--- src/rtl/send_capture_param_verifla.sv ---
// Dumps the capture memory over a byte-wide UART, newest sample first, optionally
// preceded by a header octet. All state moves only on baud_clk_posedge-qualified edges.
module send_capture_param_verifla #(
  parameter int unsigned ADDR_BITS    = 4,
  parameter int unsigned MEM_DEPTH    = 16,
  parameter int unsigned WORD_OCTETS  = 2,
  parameter bit          MSB_FIRST    = 1'b0,
  parameter bit          SEND_HEADER  = 1'b1,
  parameter logic [7:0]  HEADER_OCTET = 8'hA5
) (
  input  logic                       clk,
  input  logic                       rst_l,
  input  logic                       baud_clk_posedge,
  input  logic                       sc_run,
  input  logic                       sc_abort,
  input  logic [ADDR_BITS-1:0]       sc_start_addr,
  output logic                       ack_sc_run,
  output logic                       sc_done,
  output logic                       sc_aborted,
  output logic [ADDR_BITS-1:0]       mem_port_B_address,
  input  logic [8*WORD_OCTETS-1:0]   mem_port_B_dout,
  output logic                       xmitH,
  output logic [7:0]                 xmit_dataH,
  input  logic                       xmit_doneH
);

  localparam int unsigned W    = 8 * WORD_OCTETS;
  localparam int unsigned CntW = ADDR_BITS + 1;
  localparam int unsigned OctW = $clog2(WORD_OCTETS + 1);

  localparam logic [ADDR_BITS-1:0] AddrLast = ADDR_BITS'(MEM_DEPTH - 1);
  localparam logic [CntW-1:0]      WordLast = CntW'(MEM_DEPTH - 1);
  localparam logic [OctW-1:0]      OctCount = OctW'(WORD_OCTETS);

  typedef enum logic [2:0] {
    StIdle, StAck, StHdrSend, StSetAddr, StGetData, StSendOctet, StWaitSent, StWordSent
  } state_e;

  state_e                state_q, state_d;
  logic [ADDR_BITS-1:0]  addr_q, addr_d;
  logic [CntW-1:0]       word_cnt_q, word_cnt_d;
  logic [OctW-1:0]       octet_cnt_q, octet_cnt_d;
  logic [W-1:0]          shift_q, shift_d;
  logic                  hdr_q, hdr_d;
  logic                  abort_now;

  assign abort_now = sc_abort && (state_q != StIdle);

  always_ff @(posedge clk or negedge rst_l) begin
    if (!rst_l) begin
      state_q     <= StIdle;
      addr_q      <= '0;
      word_cnt_q  <= '0;
      octet_cnt_q <= '0;
      shift_q     <= '0;
      hdr_q       <= 1'b0;
    end else if (baud_clk_posedge) begin
      state_q     <= state_d;
      addr_q      <= addr_d;
      word_cnt_q  <= word_cnt_d;
      octet_cnt_q <= octet_cnt_d;
      shift_q     <= shift_d;
      hdr_q       <= hdr_d;
    end
  end

  always_comb begin
    state_d     = state_q;
    addr_d      = addr_q;
    word_cnt_d  = word_cnt_q;
    octet_cnt_d = octet_cnt_q;
    shift_d     = shift_q;
    hdr_d       = hdr_q;
    if (abort_now) begin
      state_d = StIdle;
    end else begin
      case (state_q)
        StIdle: begin
          if (sc_run && !sc_abort) begin
            // Start addresses beyond the populated depth clamp to the last word.
            addr_d     = ({1'b0, sc_start_addr} > WordLast) ? AddrLast : sc_start_addr;
            word_cnt_d = '0;
            hdr_d      = 1'b0;
            state_d    = StAck;
          end
        end
        StAck:     state_d = SEND_HEADER ? StHdrSend : StSetAddr;
        StHdrSend: begin
          hdr_d   = 1'b1;
          state_d = StWaitSent;
        end
        StSetAddr: state_d = StGetData;
        StGetData: begin
          shift_d     = mem_port_B_dout;
          octet_cnt_d = '0;
          state_d     = StSendOctet;
        end
        StSendOctet: begin
          shift_d     = MSB_FIRST ? (shift_q << 8) : (shift_q >> 8);
          octet_cnt_d = octet_cnt_q + 1'b1;
          state_d     = StWaitSent;
        end
        StWaitSent: begin
          if (xmit_doneH) begin
            if (hdr_q) begin
              hdr_d   = 1'b0;
              state_d = StSetAddr;
            end else if (octet_cnt_q < OctCount) begin
              state_d = StSendOctet;
            end else begin
              state_d = StWordSent;
            end
          end
        end
        StWordSent: begin
          word_cnt_d = word_cnt_q + 1'b1;
          if (word_cnt_q < WordLast) begin
            addr_d  = (addr_q == '0) ? AddrLast : addr_q - 1'b1;
            state_d = StSetAddr;
          end else begin
            state_d = StIdle;
          end
        end
        default: state_d = StIdle;
      endcase
    end
  end

  always_comb begin
    ack_sc_run         = 1'b0;
    sc_done            = 1'b0;
    sc_aborted         = 1'b0;
    mem_port_B_address = '0;
    xmitH              = 1'b0;
    xmit_dataH         = 8'h00;
    if (abort_now) begin
      sc_done    = 1'b1;
      sc_aborted = 1'b1;
    end else begin
      case (state_q)
        StAck:     ack_sc_run = 1'b1;
        StHdrSend: begin
          xmitH      = 1'b1;
          xmit_dataH = HEADER_OCTET;
        end
        StSetAddr: mem_port_B_address = addr_q;
        StSendOctet: begin
          xmitH      = 1'b1;
          xmit_dataH = MSB_FIRST ? shift_q[W-1 -: 8] : shift_q[7:0];
        end
        StWordSent: sc_done = (word_cnt_q == WordLast);
        default: ;
      endcase
    end
  end

endmodule

--- config.mk ---
export PLATFORM = sky130hd
export DESIGN_NAME = send_capture_param_verifla
export DESIGN_NICKNAME = d
export VERILOG_FILES = /design/src/rtl/send_capture_param_verifla.sv
export SDC_FILE = /design/constraint.sdc
export NUM_CORES = 1
export LEC_CHECK = 0
export BUFFER_PORTS_ARGS = -buffer_cell sky130_fd_sc_hd__buf_4
export CORE_UTILIZATION = 53
export DETAILED_ROUTE_END_ITERATION = 7
export PLACE_DENSITY_LB_ADDON = 0.08
export SYNTH_ARGS = -nofsm -noshare
export SYNTH_HDL_FRONTEND = slang
export SYNTH_SLANG_ARGS = --single-unit
--- constraint.sdc ---
create_clock -name clk -period 2 [get_ports clk]
set_input_delay 0.3 -clock clk [delete_from_list [all_inputs] [get_ports clk]]
set_output_delay 0.3 -clock clk [all_outputs]
set_load 0.005 [all_outputs]
Word level (Yosys, flattened, before mapping)
Cells that the tools add are included.
{ "totals": {"reg_bits": 31, "inputBits": 26, "out_inout_bits": 16, "wordCells": 69} }
{ "op_classes": {"addsub": 3, "order_cmp": 2, "eq_ne": 13, "muxes": 29, "bitwise": 1, "reduce_logical": 15} }
{ "ops": {"columns": ["cell", "count"], "rows": [
  ["$pmux 16 s2", 1],
  ["$pmux 3 s7", 1],
  ["$mux 4", 5],
  ["$pmux 8 s2", 1],
  ["$eq 3x3->1 const B", 4],
  ["$mux 3", 4],
  ["$pmux 5 s2", 1],
  ["$reduce_and 5->1", 2],
  ["$mux 1", 9],
  ["$mux 8", 1],
  ["$pmux 4 s2", 1],
  ["$eq 3x2->1 const B", 2],
  ["$ne 2x2->1 const B", 3],
  ["$ne 3x3->1 const B", 2],
  ["$reduce_and 3->1", 2],
  ["$reduce_bool 3->1", 2],
  ["$add 5x1->5 const B", 1],
  ["$eq 5x4->1 const B", 1],
  ["$lt 5x4->1 const B", 1],
  ["$mux 5", 1],
  ["$logic_not 4->1", 1],
  ["$mux 2", 2],
  ["$pmux 2 s2", 1],
  ["$reduce_and 4->1", 1],
  ["other kinds (11)", 13]
]} }

Logic depth before layout (Yosys ltp)
{ "depth": {"depth_word": 6, "depth_mapped": 6, "depth_no_buf": 6} }

Least setup slack after synthesis
Ideal clock, no wire load.
{ "synth_path": {"kind": "register to output", "start": "register state_q[1]", "end": "output port sc_done", "t_arrival_ns": 1.259, "required_time_ns": 1.700, "setup_slack_ns": 0.441, "path_stages_with_launch": 5, "n_path_buf": 1, "cell_sequence": "dfrtp_1 -> buf_4 -> or3_1 -> and2_1 -> a21o_1"} }
{ "synth_between": {"elab_chain_cells": 3, "elab_cells_between_ends": 5, "classes_between": "eq/ne: 1; mux: 2; reduce/logical: 2"} }
{ "synth_lines": {"columns": ["element", "line_no", "text"], "rows": [
  ["start, declared", "39", "state_e state_q, state_d;"],
  ["start signal, assigned", "51", "state_q <= StIdle;"],
  ["start signal, assigned", "58", "state_q <= state_d;"],
  ["$eq 3x3->1 or $reduce_bool 3->1 (tied branches)", "140, 47", null],
  ["$mux 1 or $logic_and 1x1->1 (tied branches)", "140, 47", null],
  ["$mux 1 *", "136", "if (abort_now) begin"],
  ["end, declared", "18", "output logic sc_done,"]
]} }
Every way passes the cells marked *; elsewhere a longest branch is shown, timed or not.

Worst setup path after layout
Ends and elaborated chain as after synthesis.

==> impl_metrics.py <==
metrics = {
    "detailed_routing": {
        "avgRoutedWirePerCell_um": 15.0,
        "ant_nets": 0,
        "viasPerCell": 5.64,
        "num_vias": 1687,
        "wirelength_um": 4480,
        "dr.pass1.iters": 4,
        "drtIter0Drc": 102,
        "drt_drc_violations_left": 0,
    },
    "layout": {
        "finalNonFillerCells": 299,
        "fillerInstances": 250,
        "post-route-util_pct": 73.8,
        "fin_nets": 284,
        "drive_above_1_share_pct": 32.9,
        "area_delta_synth_final_pct": 28.7,
        "layout_common_cells": "58 x buf_4, 37 x nand2_1, 27 x dfrtp_1",
        "final_common_cell": "buf_4",
        "num_antenna_cells": 0,
    },
    "synthesis": {
        "synth-seq-cells": 31,
        "yosysWarnings": 0,
        "synth_edf_count": 0,
        "avgSynthCellArea_um2": 8.95,
        "synthCells": 202,
        "synthArstFlopShare_pct": 100,
        "synth-main-ff-cell": "dfrtp_1",
        "syn-num-nets": 232,
        "syn-cell-area_um2": 1810,
        "synth-seq-area-share_pct": 42.9,
        "yosysUniqueCellTypes": 50,
    },
    "placement": {
        "dp_hpwl_um": 2980,
        "place.gp.congestion": 0.849,
        "port_buffers": 41,
        "placed_cells": 277,
        "dp_slack_ns": 0.279,
    },
    "floorplan": {
        "num_rows": 20,
        "start_util_pct": 57.3,
        "io-pin-count": 42,
        "core_um2": 3150,
        "die_w_um": 60.4,
        "die-area_um2": 3650,
        "die_h_um": 60.4,
    },
    "critical_path": {
        "path_buf_inv": 1,
        "worstPathRequired_ns": 1.70,
        "endpoint_kind": "primary output",
        "cp_cell_sequence": "or3_4 > and2_4 > a21o_1 > buf_4",
        "critPathMaxStageDelay_ns": 0.47,
        "slowest_stage": "dfrtp_2",
        "crit_fanout": 7,
        "crit_path_start_kind": "flop",
        "r2r_cells": 6,
        "cp_num_cells": 4,
        "crit_arrival_ns": 1.64,
        "critPathKind": "reg -> out",
        "critPathTopFamily": "simple AND/OR/NAND/NOR gates",
    },
    "clocking": {
        "clk_pin_slew_ns": 0.10,
        "worstSkewPairLatency_ns": 0.34,
        "cts_buffers": 5,
        "cts_tree": "yes",
        "h-tree-depth": 2,
        "clk_path_buf_depth": 2,
        "root_buffer": "clkbuf_4",
        "clock_sinks": 31,
    },
    "job": {
        "maxCapViolations": 0,
    },
    "power_and_ir_drop": {
        "ir_drop_mv": 0.632,
        "power.leakage_nw": 1.16,
        "powerDensity_nw_per_um2": 1110,
    },
    "timing": {
        "skew_ns": 0.0173,
        "whs_ns": 0.216,
        "tns_ns": 0,
        "setup_viol": 0,
        "fmax_mhz": 515,
        "fin_crit_ns": 1.94,
        "hold_violations": 0,
        "period_share_pct": 97.1,
        "setup_ws_ns": 0.0578,
        "slew_headroom_pct": 72.0,
        "tightest_slew_ns": 0.415,
        "maxSlewViolCount": 0,
    },
    "grt": {
        "grt_pass1_wl_um": 6940,
        "grtUsageTotal_pct": 26.2,
        "grt_pass1_vias": 1596,
        "grt_max_degree": 36,
        "grt_remaining_overflow": 0,
        "antenna_found_initial": 0,
    },
    "run_status": {
        "status": "finished clean",
    },
    "worst_hold_path": {
        "hp-class": "in -> reg",
        "hold_depth": 3,
    },
}
stage by stage:
| stage | cell area, um^2 | total power [mW] |
|---|---|---|
| after global routing | 2330 | 2.76 |
| after CTS | 2260 | 2.47 |
| after global placement | 2120 | 1.84 |
| after floorplan | 1810 | 1.63 |
| final | 2330 | 2.58 |
| after detailed placement | 2120 | 1.90 |
registers in the layout, indices dropped and copies added (netlist names):
signal,cells
hdr_q,1
addr_q,4
word_cnt_q,5
octet_cnt_q,2
shift_q,16
state_q,3
routing by layer:
layer | vias to the layer above | GRT usage [%] | routed length, um
li1 | 819 | - | -
met1 | 792 | 30.6 | 1810
met2 | 66 | 46.2 | 2330
met3 | 10 | 6.18 | 260
met4 | 0 | 10.3 | 71
met5 | - | 0 | 0
path summary, 6_finish.rpt:
kind / start / end / slack (ns)
setup / recovery: state_q[1] / sc_done / 0.06
hold / removal: mem_port_B_dout[12] / shift_q[12] / 0.22
setup reg to reg: state_q[0] / addr_q[0] / 0.31
hold reg to reg: shift_q[9] / shift_q[9] / 0.49
max in group asynchronous: rst_l / state_q[1] / 1.25
min in group asynchronous: rst_l / addr_q[3] / 0.41
report_power, final:
| group | switching [mW] | total, mW | internal [mW] |
|---|---|---|---|
| combinational | 0.492 | 0.994 | 0.502 |
| sequential | 0.197 | 1.07 | 0.869 |
| clock | 0.225 | 0.521 | 0.295 |
timing repair:
item | in CTS | in global routing
hold buffers | 1 | 0
hold endpoints to repair | 31 | 0
setup endpoints to repair | 6 | 1
buffers inserted | 5 | 8
gates resized for setup | 3 | 4
logic make-up after synthesis:
kind of cell	after synthesis	synth area share, %
AO/OA/AOI/OAI	61	21.7
AND/OR/NAND/NOR	76	21.5
multiplexers	9	5.05
flip-flops	31	42.9
adder cells (fa/ha/maj)	4	2.77
buffers and inverters	21	6.02
synth_stat cells (2+ instances only):
| library cell | instances | area [um^2] |
|---|---|---|
| a21o_1 | 2 | 15.0 |
| a21oi_1 | 12 | 60.1 |
| and3_1 | 6 | 37.5 |
| buf_2 | 2 | 10.0 |
| buf_4 | 3 | 22.5 |
| buf_6 | 2 | 22.5 |
| clkbuf_1 | 6 | 22.5 |
| dfrtp_1 | 31 | 776 |
| ha_1 | 4 | 50.1 |
| inv_1 | 6 | 22.5 |
| mux2i_1 | 8 | 80.1 |
| nand2_1 | 37 | 139 |
| nand2b_1 | 3 | 18.8 |
| nand3_1 | 3 | 15.0 |
| nor2_1 | 9 | 33.8 |
| nor2b_1 | 2 | 12.5 |
| nor4_1 | 4 | 25.0 |
| o21ai_0 | 22 | 110 |
| o21ai_1 | 6 | 30.0 |
| o22ai_1 | 2 | 12.5 |
| o31ai_1 | 2 | 15.0 |
| or3_1 | 2 | 12.5 |
worst reg2reg max path, delay by kind of cell (launching register included):
kind | cells | cell delay, ns
compound gates | 2 | 0.29
buf+inv | 2 | 0.28
flops | 1 | 0.45
simple gates | 2 | 0.54
area by class of cell:
class                   instances  area [um^2]  share of cell area, %
well taps                      44         55.1                   2.37
inverters                       7         26.3                   1.13
flip-flops and latches         31          781                   33.5
clock inverters                 2         35.0                   1.51
multi-input cells             150          933                   40.1
repair buffers                 59          445                   19.1
clock buffers                   6         51.3                   2.20
No activity file was read; power rests on OpenSTA's default activity.
